## config.mk

```make
export PLATFORM = sky130hd
export DESIGN_NAME = instr_issue_queue
export DESIGN_NICKNAME = d
export VERILOG_FILES = /design/src/rtl/tomasulo_pkg.sv /design/src/rtl/iq_fifo.sv /design/src/rtl/instr_issue_queue.sv
export SDC_FILE = /design/constraint.sdc
export NUM_CORES = 1
export LEC_CHECK = 0
export BUFFER_PORTS_ARGS = -buffer_cell sky130_fd_sc_hd__buf_4
export CAP_MARGIN = 15
export CORE_UTILIZATION = 40
export DETAILED_ROUTE_END_ITERATION = 8
export RECOVER_POWER = 50
export SLEW_MARGIN = 0
export SYNTH_ARGS = -nofsm -noshare
export SYNTH_HDL_FRONTEND = slang
export SYNTH_SLANG_ARGS = --single-unit
```

## constraint.sdc

```tcl
create_clock -name Clock -period 5.6 [get_ports Clock]
set_input_delay 1.12 -clock Clock [delete_from_list [all_inputs] [get_ports Clock]]
set_output_delay 1.12 -clock Clock [all_outputs]
set_load 0.01 [all_outputs]
```

## src/rtl/tomasulo_pkg.sv

```systemverilog
// Shared definitions for the Tomasulo front end.
// Contents:
//   IQ_INSTR_W       default instruction width used by the issue queue
//   iq_state_t       issue-queue sequencer states
//   OP_* / field pos opcode and register-field constants used by the decoders
//   get_opcode/get_* field extraction helpers
package tomasulo_pkg;

   localparam int IQ_INSTR_W = 16;

   typedef enum logic [1:0] {
      IQ_IDLE = 2'd0,
      IQ_RUN  = 2'd1,
      IQ_DONE = 2'd2
   } iq_state_t;

   // Instruction layout: [15:12] opcode, [11:8] rd, [7:4] rs, [3:0] rt
   localparam int OPC_LSB = 12;
   localparam int RD_LSB  = 8;
   localparam int RS_LSB  = 4;
   localparam int RT_LSB  = 0;

   localparam logic [3:0] OP_ADD = 4'h0;
   localparam logic [3:0] OP_SUB = 4'h1;
   localparam logic [3:0] OP_MUL = 4'h2;
   localparam logic [3:0] OP_DIV = 4'h3;
   localparam logic [3:0] OP_LD  = 4'h4;
   localparam logic [3:0] OP_ST  = 4'h5;
   localparam logic [3:0] OP_NOP = 4'hF;

   function automatic logic [3:0] get_opcode(input logic [IQ_INSTR_W-1:0] instr);
      return instr[OPC_LSB +: 4];
   endfunction

   function automatic logic [3:0] get_rd(input logic [IQ_INSTR_W-1:0] instr);
      return instr[RD_LSB +: 4];
   endfunction

   function automatic logic [3:0] get_rs(input logic [IQ_INSTR_W-1:0] instr);
      return instr[RS_LSB +: 4];
   endfunction

   function automatic logic [3:0] get_rt(input logic [IQ_INSTR_W-1:0] instr);
      return instr[RT_LSB +: 4];
   endfunction

endpackage

```

## src/rtl/iq_fifo.sv

```systemverilog
// Circular prefetch buffer holding {pc, instruction} entries.
// Ports:
//   Clock, Reset   rising-edge clock, synchronous active-high reset
//   push, wdata    append wdata at the tail (dropped when full unless popping)
//   pop            drop the head entry (ignored when empty)
//   clear          discard all entries; overrides push and pop
//   rdata          head entry (content undefined when empty)
//   full, empty    occupancy flags
//   count          occupancy, wide enough to hold FETCH_Q itself
module iq_fifo
   import tomasulo_pkg::*;
#(
   parameter int WIDTH   = IQ_INSTR_W,
   parameter int FETCH_Q = 4
) (
   input  logic                       Clock,
   input  logic                       Reset,
   input  logic                       push,
   input  logic                       pop,
   input  logic                       clear,
   input  logic [WIDTH-1:0]           wdata,
   output logic [WIDTH-1:0]           rdata,
   output logic                       full,
   output logic                       empty,
   output logic [$clog2(FETCH_Q):0]   count
);

   localparam int PTR_W = $clog2(FETCH_Q);
   localparam int CNT_W = PTR_W + 1;
   localparam logic [PTR_W-1:0] PTR_ONE  = PTR_W'(1);
   localparam logic [CNT_W-1:0] CNT_ONE  = CNT_W'(1);
   localparam logic [CNT_W-1:0] CNT_FULL = CNT_W'(FETCH_Q);

   logic [WIDTH-1:0] mem [FETCH_Q];
   logic [PTR_W-1:0] wr_ptr;
   logic [PTR_W-1:0] rd_ptr;
   logic             do_push;
   logic             do_pop;

   assign full    = (count == CNT_FULL);
   assign empty   = (count == '0);
   assign do_pop  = pop && !empty;
   // A full buffer still accepts a push when the head leaves on the same edge.
   assign do_push = push && (!full || do_pop);
   assign rdata   = mem[rd_ptr];

   always_ff @(posedge Clock) begin
      if (!Reset && !clear && do_push) begin
         mem[wr_ptr] <= wdata;
      end
   end

   // Pointers wrap naturally because FETCH_Q is a power of two.
   always_ff @(posedge Clock) begin
      if (Reset || clear) begin
         wr_ptr <= '0;
         rd_ptr <= '0;
         count  <= '0;
      end else begin
         if (do_push) wr_ptr <= wr_ptr + PTR_ONE;
         if (do_pop)  rd_ptr <= rd_ptr + PTR_ONE;
         unique case ({do_push, do_pop})
            2'b10:   count <= count + CNT_ONE;
            2'b01:   count <= count - CNT_ONE;
            default: count <= count;
         endcase
      end
   end

endmodule

```

## src/rtl/instr_issue_queue.sv

```systemverilog
// Instruction issue queue: loadable program store, fetch sequencer and a
// small prefetch buffer feeding reservation-station dispatch.
// Ports:
//   Clock, Reset            rising-edge clock, synchronous active-high reset
//   Run                     level enable; low while running pauses everything
//   LoadEn/LoadAddr/LoadData program store write (IDLE or DONE only)
//   ProgLen                 program length, captured when a run starts
//   Flush/FlushPc           redirect fetch to FlushPc, dropping prefetched work
//   disponivel              dispatch ready
//   enableOut               head instruction valid
//   instructionOut/pcOut    head instruction and its address (0 when empty)
//   done                    program fully issued
//
// state   | meaning
// IQ_IDLE | waiting for Run; program store writable
// IQ_RUN  | fetching into the buffer and issuing to dispatch
// IQ_DONE | every instruction issued; waits for Run low
module instr_issue_queue
   import tomasulo_pkg::*;
#(
   parameter int INSTR_W = IQ_INSTR_W,
   parameter int DEPTH   = 64,
   parameter int ADDR_W  = $clog2(DEPTH),
   parameter int FETCH_Q = 4
) (
   input  logic               Clock,
   input  logic               Reset,
   input  logic               Run,
   input  logic               LoadEn,
   input  logic [ADDR_W-1:0]  LoadAddr,
   input  logic [INSTR_W-1:0] LoadData,
   input  logic [ADDR_W:0]    ProgLen,
   input  logic               Flush,
   input  logic [ADDR_W-1:0]  FlushPc,
   input  logic               disponivel,
   output logic               enableOut,
   output logic [INSTR_W-1:0] instructionOut,
   output logic [ADDR_W-1:0]  pcOut,
   output logic               done
);

   localparam int CNT_W  = $clog2(FETCH_Q) + 1;
   localparam int ENTRY_W = ADDR_W + INSTR_W;
   localparam logic [ADDR_W:0] PC_ONE = (ADDR_W+1)'(1);

   iq_state_t state;
   iq_state_t state_nxt;

   logic [INSTR_W-1:0] prog_mem [DEPTH];
   logic [ADDR_W:0]    fetch_pc;
   logic [ADDR_W:0]    len;

   logic               run_active;
   logic               start;
   logic               flush_take;
   logic               fetch_fire;
   logic               handshake;

   logic [ENTRY_W-1:0] fifo_wdata;
   logic [ENTRY_W-1:0] fifo_rdata;
   logic               fifo_full;
   logic               fifo_empty;
   logic [CNT_W-1:0]   fifo_count;

   assign run_active = (state == IQ_RUN) && Run;
   assign start      = (state == IQ_IDLE) && Run && (ProgLen != '0);
   assign flush_take = run_active && Flush;

   // The store read and the buffer write share one edge, so the read issued
   // this cycle is the only one ever in flight; a flush drops it by
   // suppressing the push.
   assign fetch_fire = run_active && (fetch_pc < len) && !fifo_full;
   assign fifo_wdata = {fetch_pc[ADDR_W-1:0], prog_mem[fetch_pc[ADDR_W-1:0]]};

   assign enableOut  = run_active && !fifo_empty;
   assign handshake  = enableOut && disponivel;
   assign done       = (state == IQ_DONE);

   assign pcOut          = fifo_empty ? '0 : fifo_rdata[ENTRY_W-1:INSTR_W];
   assign instructionOut = fifo_empty ? '0 : fifo_rdata[INSTR_W-1:0];

   always_ff @(posedge Clock) begin
      if (LoadEn && (state != IQ_RUN)) begin
         prog_mem[LoadAddr] <= LoadData;
      end
   end

   iq_fifo #(
      .WIDTH   (ENTRY_W),
      .FETCH_Q (FETCH_Q)
   ) u_fifo (
      .Clock (Clock),
      .Reset (Reset),
      .push  (fetch_fire && !flush_take),
      .pop   (handshake),
      .clear (flush_take),
      .wdata (fifo_wdata),
      .rdata (fifo_rdata),
      .full  (fifo_full),
      .empty (fifo_empty),
      .count (fifo_count)
   );

   always_comb begin
      state_nxt = state;
      unique case (state)
         IQ_IDLE: begin
            if (Run) state_nxt = (ProgLen != '0) ? IQ_RUN : IQ_DONE;
         end
         IQ_RUN: begin
            // >= so that a redirect past the end finishes once drained.
            if (run_active && !Flush && (fetch_pc >= len) && (fifo_count == '0))
               state_nxt = IQ_DONE;
         end
         IQ_DONE: begin
            if (!Run) state_nxt = IQ_IDLE;
         end
         default: state_nxt = IQ_IDLE;
      endcase
   end

   always_ff @(posedge Clock) begin
      if (Reset) begin
         state    <= IQ_IDLE;
         fetch_pc <= '0;
         len      <= '0;
      end else begin
         state <= state_nxt;
         if (start) begin
            fetch_pc <= '0;
            len      <= ProgLen;
         end else if (flush_take) begin
            fetch_pc <= {1'b0, FlushPc};
         end else if (fetch_fire) begin
            fetch_pc <= fetch_pc + PC_ONE;
         end
      end
   end

endmodule

```

Yosys cells after proc, flatten, opt, wreduce, memory -nomap -nowiden:

Memories as Yosys holds them, arrays and structs flattened. A register that Yosys moved wholly into a read port is not among the register bits.
Index checks and enable logic that the tools add are counted.

* add/subtract/negate cells: 5
* equality and inequality tests: 9
* reductions and logical operators: 32
* mux-type cells: 18
* magnitude comparators: 2

Operator list (number)
* $mux 6: 5
* $logic_and 1x1->1: 17
* $mux 16: 1
* $mux 2: 6
* $add 7x1->7 const B: 1
* $ge 7x7->1: 1
* $lt 7x7->1: 1
* $reduce_bool 7->1: 1
* $pmux 2 s3: 1
* $pmux 3 s2: 1
* $logic_not 1->1: 5
* $add 2x1->2 const B: 2
* $eq 2x1->1 const B: 2
* $eq 2x2->1 const B: 2
* $mux 1: 4
* $ne 2x1->1 const B: 2
* $ne 2x2->1 const B: 2
* $reduce_bool 2->1: 2
* $add 3x1->3 const B: 1
* $eq 3x3->1 const B: 1
* $logic_not 3->1: 1
* $reduce_and 3->1: 1
* $reduce_or 3->1: 1
* $sub 3x1->3 const B: 1
* 3 further kinds: 4

* memories: 2
* RAM bits: 1112
* register bits after elaboration: 23
* logic and storage cells: 75

Memory list
* prog_mem: words 64, width 16, read ports 1, clocked after Yosys merged registers in 1, write ports 1, line instr_issue_queue.sv:49 `logic [INSTR_W-1:0] prog_mem [DEPTH];`
* u_fifo.mem: words 4, width 22, read ports 1, clocked after Yosys merged registers in 1, write ports 1, line iq_fifo.sv:34 `logic [WIDTH-1:0] mem [FETCH_Q];`

Longest topological paths before layout:

Gate-level depths: netlist of the first run.

* word-level depth: 10
* depth in mapped cells: 13
* gate-level depth less buffers: 13

Hierarchy:

Synthesis of the first run repeated with hierarchy kept, for this count alone.

* cell total of the unflattened synthesis: 2077
* area, all modules: 44246.2 um2

By module, submodules not included
* instr_issue_queue: cells an instance 1896, sequential area each 31189.9 um2, area an instance 40481.3 um2, instances 1
* iq_fifo: cells an instance 181, sequential area each 2822.7 um2, area an instance 3764.9 um2, instances 1

Worst setup path before layout of the first run:

OpenSTA, ideal clock, no wires.

* kind: input port to flip-flop
* start point: input Run
* end point: memory u_fifo.mem[2][0] (netlist name), enable pin
* setup time: 0.433 ns
* slack: 1.356 ns
* arrival: 3.810 ns
* stages on the path: 5
* buffers on the path: 0
* path through: nand3b_1 > a2111o_1 > nor3_2 > inv_2 > nor3b_1

* cells in the longest elaborated chain, start to end: 9
* elaborated cells on any way between the ends: 15

RTL lines
* start, declared: line instr_issue_queue.sv:28 `input logic Run,`
* $logic_and 1x1->1 *: line instr_issue_queue.sv:65 `assign run_active = (state == IQ_RUN) && Run;`
* $logic_and 1x1->1: line instr_issue_queue.sv:75 `assign enableOut = run_active && !fifo_empty;`
* $logic_and 1x1->1: line instr_issue_queue.sv:76 `assign handshake = enableOut && disponivel;`
* $logic_and 1x1->1: line iq_fifo.sv:42 `assign do_pop = pop && !empty;`
* $logic_or 1x1->1: line iq_fifo.sv:44 `assign do_push = push && (!full || do_pop);`
* $logic_and 1x1->1: line iq_fifo.sv:44
* $logic_and 1x1->1 *: line iq_fifo.sv:48 `if (!Reset && !clear && do_push) begin`
* $mux 1 *: line iq_fifo.sv:48
* $mux 1 (not written as such) *: line iq_fifo.sv:49 `mem[wr_ptr] <= wdata;`
* end, declared: line iq_fifo.sv:34

Every way passes the cells marked *; elsewhere a longest branch is shown, timed or not.

==> results of run 1 <==
[state kept, by name, indices dropped and copies added, names as in the netlist, named ones only]
signal / cells
fetch_pc: 7
len: 7
prog_mem: 1024
state: 2
u_fifo.count: 3
u_fifo.mem: 88
u_fifo.rd_ptr: 2
u_fifo.wr_ptr: 2
[metal layers]
metal  global-route usage (%)  vias to the layer above
li1                         -                     9026
met1                     26.9                    11384
met2                     29.1                      762
met3                     4.07                      153
met4                     5.57                       12
met5                        0                        -
[stage by stage]
step / setup slack (ns) / hold WS (ns) / std cells / utilization (%)
5_1_grt: 1.73 / 0.551 / 3819 / 46.3
3_3_place_gp: 1.91 / 0.483 / 3604 / 42.8
2_1_floorplan: 1.36 / 0.465 / 2076 / -
3_5_place_dp: 1.87 / 0.515 / 3605 / 42.9
6_report: 1.92 / 0.526 / 3819 / 46.3
4_1_cts: 1.86 / 0.522 / 3818 / 46.4
[final cells by class]
type / instances / area, sq um / share of cell area, %
Clock inverter: 83 / 965 / 1.90
Clock buffer: 130 / 2930 / 5.79
Sequential cell: 1143 / 34000 / 67.1
Tap cell: 1476 / 1850 / 3.64
Inverter: 15 / 56.3 / 0.111
Timing Repair Buffer: 162 / 1210 / 2.39
Multi-Input combinational cell: 809 / 9660 / 19.0
Antenna cell: 1 / 2.50 / 0.00494
[cells by family after synthesis]
kind of cell	share of synthesized area, %
compound gates	2.75
xor+xnor	0.138
fa+ha+maj	0.411
buf+inv	1.72
flops	76.6
mux	15.6
simple gates	2.78
[worst max path at each step]
stage,start,to,slack (ns),depth (start not counted)
2_1_floorplan,Run,u_fifo.mem[2][0]$_DFFE_PP_,1.36,5
3_3_place_gp,flip-flop,u_fifo.mem[0][10]$_DFFE_PP_,1.91,5
3_5_place_dp,flip-flop,u_fifo.mem[3][8]$_DFFE_PP_,1.87,6
4_1_cts,flip-flop,u_fifo.mem[0][8]$_DFFE_PP_,1.86,6
5_1_grt,fetch_pc[4]$_SDFFE_PP0N_,u_fifo.count[2]$_SDFFE_PP0P_,1.73,12
6_report,flip-flop,u_fifo.mem[0][10]$_DFFE_PP_,1.92,6
[worst reg2reg max path: cells and delay by family, from the launching register on]
kind	cells	cell delay [ns]
compound gates	2	1.13
simple gates	1	0.16
flops	1	0.92
buf+inv	2	0.83
mux	1	0.33
[power groups by stage]
stage	registers, mW	logic (mW)	clock network (mW)
after floorplan	9.61	0.303	0
after global placement	9.62	0.560	0
after detailed placement	9.63	0.579	0
after CTS	9.45	0.580	7.98
after global routing	9.47	0.606	8.31
final	9.46	0.566	7.83
[cells in the final DEF, fill, tap and decap left out, drive strengths merged, types with 5 or more instances in the layout]
cell type  Yosys  routed
nand3         19      19
inv           15      17
o21ai         17      17
a22oi         44      44
a21oi         14      14
mux2          46      46
nor2         100     100
bufinv         0      17
nor3           5       5
nor3b          5       5
edfxtp      1112    1112
a22o           5       5
a2111oi        5       5
nand2b         5       5
and2           6       6
clkinvlp       0       7
o221ai        11      11
o32ai         11      11
mux2i         69      69
and3          15      15
clkinv         0      57
o22ai         31      31
clkbuf        32     157
nor2b         43      43
dfxtp         31      31
mux4         252     252
ha            13      13
nand2         35      35
a211oi        12      12
buf           76     135
nand3b         8       8
==> metrics.md, run 1 <==
| Metric | Value |
|---|---|
| Outcome | complete, but fails checks |
| Failing checks | max-capacitance violations, max-slew violations |
| Comb power frac | about 3.2% |
| Register area share after synthesis | 76.6% |
| Critical-path top delay cell | dfxtp_4 |
| TritonCTS Buffers | 115 |
| Worst Tran Pin Value | between 3 and 4 ns |
| Worst Reg2Reg Path Length in Cells | 6 |
| Buf+Inv Stages, Crit Path | 2 |
| Die width | 335 microns |
| Layout cells sized above 1 | a little over a quarter |
| Ys flop type | edfxtp_1 |
| Crit Path Category | flip-flop to flip-flop |
| Die area | 0.112 sq mm |
| Number of placed I/O pins | 65 |
| Crit Path Max Fanout | 53 |
| Initial cell density of the core | 40.6% |
| Met3 routed WL | 8.21 mm |
| Largest net degree at the start of global routing | 65 |
| Worst Hold Class | flip-flop to flip-flop |
| Synth cell types | 56 |
| Area of the placeable core | 0.109 sq mm |
| Fmax | around 270 MHz |
| CP arrival | 4.05 ns |
| First-pass GRT wire length | 152 mm |
| DR iter-0 viols | roughly 2000 |
| NumNets Final | 2301 |
| CP Capture Type | flip-flop |
| Hold path depth | 2 |
| Routed wire length per instance | approximately 28 microns |
| Most frequent cell after synthesis | edfxtp_1 |
| Int Power | 14.2 mW |
| Slew margin rel. | -130% |
| Post-CTS Resized | 0 |
| Vias per cell | 5.59 |
| Number of global-route vias before repair | 21575 |
| Final antenna-violating net count | 0 |
| Final Hold Vio Count | 0 |
| Grt ovf | 0 |
| Worst Clk Skew | 0.0447 ns |
| Top cells by instance count after synthesis | edfxtp_1, mux4_2, nor2_1 |
| Initial antenna violation count | 10 |
| Net Switching | 3.67 mW |
| Crit start category | flip-flop |
| CTS tree | yes |
| Placement Cell Area | 0.0469 sq mm |
| Gpl congestion | ~0.80 |
| CTS Buffer Depth | 3 |
| Synthesized instance count | 2076 |
| Final instance area | 0.0507 sq mm |
| RSZ-0062 raised after global routing | no |
| Power density cells | ~350 mW/mm^2 |
| Seq cells post-synth | 1143 |
| Crit path max-delay family | compound AO/OA/AOI/OAI gates |
| DP HPWL | slightly above 60 mm |
| Finish-stage setup viols | 0 |
| Cell Chain, Critical Path | buf_4, buf_4, mux4_2, nor2b_1, a211oi_1, o32ai_1 |
| Most used cell, CP | buf_4 |
| Clock power frac | 43.8% |
| Hold-fix buffers, CTS | 0 |
| Mean post-synth cell area | roughly 21 sq um |
| Leading area contributor after synthesis | edfxtp_1 |
| Via count | 21337 |
| Area contributors post-synth | edfxtp_1, mux4_2, mux2i_1 |
| Post-CTS setup buffer count | 0 |
| Syn_nets | 2131 |
| Chip height | 335 microns |
| Met2 Routed Length | a little under 50 mm |
| Crit path largest cell delay | 0.92 ns |
| Minimum clock period | 3.68 ns |
| GRT Total Usage | 18.9% |
| Drt drc | 0 |
| Post-Synthesis Cell Area | 0.0444 sq mm |
| Setup TNS | 0 ns |
| Worst skew pair latency | 0.71 ns |
| M1 WL | between 40 and 50 mm |
| Min-Delay Endpoint | u_fifo.wr_ptr[1]$_SDFFE_PP0P_ |
| Number of port buffers | 64 |
| Worst-path clk slew | 0.06 ns |
| Max-cap violations | 16 |
| Top Metal Used | met5 |
| Root buffer cell | clkbuf_16 |
| Worst VDD drop | about 0.24 mV |
| Hold Startpoint | u_fifo.wr_ptr[1]$_SDFFE_PP0P_ |
| Post-synth ARST share | 0% |
| CTS sink count | 1143 |
| Worst R2R End | u_fifo.mem[0][10]$_DFFE_PP_ |
| Total Power | 17.9 mW |
| First drt pass iteration count | 5 |
| EDFF count, synth | roughly 1100 |
| Leak | 15.4 nW |
| Net Sw Frac | 20.5% |
| Clock H-tree levels | 3 |
| Yosys warning count | 0 |
| Flop2flop setup slack | around 1.9 ns |
| Rows | 121 |
| Critical Path RT | 5.97 ns |
| Final cycle utilization of the critical path | 65.6% |
| Synthesis-to-layout area growth | 14.2% |
| FILL cells | 9030 |
| Routed wire length | 105 mm |
| Synth top area share | 75.2% |
| Fin. max-slew vios | 1040 |
| Sequential Power Share | 53.0% |
Note: power is estimated with default switching activity, not from simulation.
==> run 2, diff against run 1 <==
--- a/config.mk
+++ b/config.mk
@@ -5,6 +5,7 @@
 export SDC_FILE = /design/constraint.sdc
 export NUM_CORES = 1
 export LEC_CHECK = 0
+export ABC_AREA = 1
 export BUFFER_PORTS_ARGS = -buffer_cell sky130_fd_sc_hd__buf_4
 export CAP_MARGIN = 15
 export CORE_UTILIZATION = 40
==> constraint.sdc (replaced) <==
create_clock -name Clock -period 3.8 [get_ports Clock]
set_input_delay 0.76 -clock Clock [delete_from_list [all_inputs] [get_ports Clock]]
set_output_delay 0.76 -clock Clock [all_outputs]
set_load 0.01 [all_outputs]
==> run 2 against run 1 <==
Compared with the run above: the flow still finishes with violations (max-capacitance violations, max-slew violations); synthesized cell count rose by 91%; cell count rose by 48%; combinational power rose by 120%; total power rose by 45%; via count rose by 42%; register-to-register slack got worse by 1.3 ns; cell area rose by 2.9%; worst hold slack got worse by 0.27 ns; utilization fell by 0.93 points; clock power rose by 37%; synthesized area rose by 5.1%; flip-flop and latch count did not move; critical path type is now primary input to flip-flop; largest cell class unchanged.
==> metrics.md, run 2 <==
| Metric | Value |
|---|---|
| Outcome | complete, but fails checks |
| Failing checks | max-capacitance violations, max-slew violations |
| Max-cap violations | 16 |
| Crit path max-delay family | buffers and inverters |
| Largest Register | prog_mem |
| Initial cell density of the core | around 40% |
| CP arrival | 3.30 ns |
| Syn_nets | 4029 |
| EDFF count, synth | 1112 |
| Worst VDD drop | between 0.4 and 0.5 mV |
| Die area | 0.118 sq mm |
| DR iter-0 viols | around 3200 |
| Gpl congestion | 0.817 |
| Initial antenna violation count | 7 |
| Largest net degree at the start of global routing | 129 |
| NumNets Final | 4097 |
| Area of the placeable core | about 0.11 sq mm |
| Commonest non-fill, non-tap cell in the layout | nand2_1 |
| Routed wire length | around 130 mm |
| Ys flop type | edfxtp_1 |
| DP HPWL | 69.2 mm |
| Worst Clk Skew | just under 0.03 ns |
| Post-synth ARST share | 0% |
| Top Metal Used | met5 |
| Hold-fix buffers, CTS | 0 |
| Critical-path top delay cell | clkbuf_1 |
| Via count | 30352 |
| Fmax | 300 MHz |
| Most frequent cell after synthesis | nand2_1 |
| Worst Hold Class | primary input to flip-flop |
| Commonest non-fill, non-tap cells in the layout | nand2_1, edfxtp_1, nand3_1, nor2_1, buf_4 |
| Rows | 124 |
| Leak | approximately 18 nW |
| Placed insts | 5437 |
| Number of global-route vias before repair | 28890 |
| Clock H-tree levels | 3 |
| Number of placed I/O pins | 65 |
| Layout cells sized above 1 | a little over 8% |
| Synthesized instance count | 3974 |
| Regs by FF count | prog_mem (1024), u_fifo.mem (88) |
| Number of flip-flops in the largest register | 1024 |
| Post-CTS Resized | 0 |
| Met2 Routed Length | 56.7 mm |
| Register area share after synthesis | 72.9% |
| Final Hold Vio Count | 0 |
| Setup TNS | 0 ns |
| Minimum clock period | 3.33 ns |
| Number of port buffers | 64 |
| Leading area contributor after synthesis | edfxtp_1 |
| Met3 routed WL | 11.3 mm |
| TritonCTS Buffers | 115 |
| First-pass GRT wire length | 186 mm |
| Root buffer cell | clkbuf_16 |
| Critical Path RT | 3.77 ns |
| Routed wire length per instance | 22.2 microns |
| Final antenna-violating net count | 0 |
| Cell Chain, Critical Path | clkbuf_1 |
| Worst Tran Pin Value | approximately 3.6 ns |
| CTS Buffer Depth | 3 |
| Finish-stage setup viols | 0 |
| Crit start category | primary input |
| Post-Synthesis Cell Area | 0.0467 sq mm |
| Top cells by instance count after synthesis | nand2_1, edfxtp_1, nand3_1 |
| Power density cells | 497 mW/mm^2 |
| Area contributors post-synth | edfxtp_1, nand2_1, nand3_1 |
| Grt ovf | 0 |
| GRT Total Usage | a little over a fifth |
| First drt pass iteration count | 5 |
| Worst-path clk slew | around 0.06 ns |
| Synthesis-to-layout area growth | 11.8% |
| Seq cells post-synth | 1143 |
| Crit path largest cell delay | 2.42 ns |
| Drt drc | 0 |
| Crit Path Max Fanout | 64 |
| Post-CTS setup buffer count | 0 |
| CTS sink count | 1143 |
| M1 WL | 54.0 mm |
| CTS tree | yes |
| Vias per cell | 5.38 |
| Fin. max-slew vios | 1042 |
| Synth cell types | 29 |
| Synth top area share | 71.5% |
| Crit Path Category | primary input to flip-flop |
| Worst skew pair latency | 0.71 ns |
| Buf+Inv Stages, Crit Path | 1 |
| RSZ-0062 raised after global routing | no |
| Slew margin rel. | -138% |
| CP Capture Type | flip-flop |
| Yosys warning count | 0 |
| Die width | around 340 microns |
| Final cycle utilization of the critical path | 87.7% |
| Final cell count without fillers | 5641 |
| Mean post-synth cell area | 11.7 sq um |
| Chip height | 344 microns |
run 2: where the power goes:
part / leakage (nW) / internal (mW) / switching [mW] / total (mW)
Sequential: 10.2 / 13.9 / 0.0239 / 13.9
Clock: 1.71 / 6.06 / 4.69 / 10.7
Combinational: 6.51 / 0.304 / 0.968 / 1.27
Total: 18.5 / 20.3 / 5.68 / 26.0
run 2: final timing paths:
check,from,end,slack (ns),cells after the start
worst max-delay path,LoadData[9],prog_mem[8][9]$_DFFE_PP_,0.47,1
worst min-delay path,Reset,state[1]$_SDFFE_PP0P_,0.26,2
worst max register to register,state[0]$_SDFFE_PP0P_,prog_mem[44][5]$_DFFE_PP_,0.63,7
worst min register to register,u_fifo.rd_ptr[1]$_SDFFE_PP0P_,u_fifo.rd_ptr[1]$_SDFFE_PP0P_,0.47,2
run 2: cells by family after synthesis:
logic type | share of synthesized area, %
AND/OR/NAND/NOR | 21.9
flip-flops | 72.9
buffers and inverters | 3.58
adder cells (fa/ha/maj) | 0.391
XOR/XNOR | 0.113
AO/OA/AOI/OAI | 1.15
run 2: cell type report:
cell class	count	area (sq um)
flip-flops and latches	1143	34000
fillers	10409	62800
clock inverters	49	417
clock buffers	152	3080
repair buffers	189	1530
diodes	3	7.51
inverters	51	219
multi-input cells	2542	11000
well taps	1512	1890
run 2: metrics by stage:
| step | hold WS [ns] | total power, mW | util (%) | worst slack [ns] | cell area (sq um) |
|---|---|---|---|---|---|
| 2_1_floorplan | 0.433 | 15.0 | - | 1.02 | 46700 |
| 3_3_place_gp | 0.447 | 15.4 | 42.4 | 0.500 | 48800 |
| 3_5_place_dp | 0.463 | 15.5 | 42.4 | 0.486 | 48800 |
| 4_1_cts | 0.219 | 26.1 | 45.5 | 0.639 | 52300 |
| 5_1_grt | 0.234 | 26.7 | 45.4 | 0.345 | 52200 |
| 6_report | 0.261 | 26.0 | 45.4 | 0.468 | 52200 |
run 2: routing by layer:
layer	vias up	GRT usage, %
met5	-	0
met4	10	5.82
met3	206	4.81
met2	1178	32.7
met1	14897	30.0
li1	14061	-
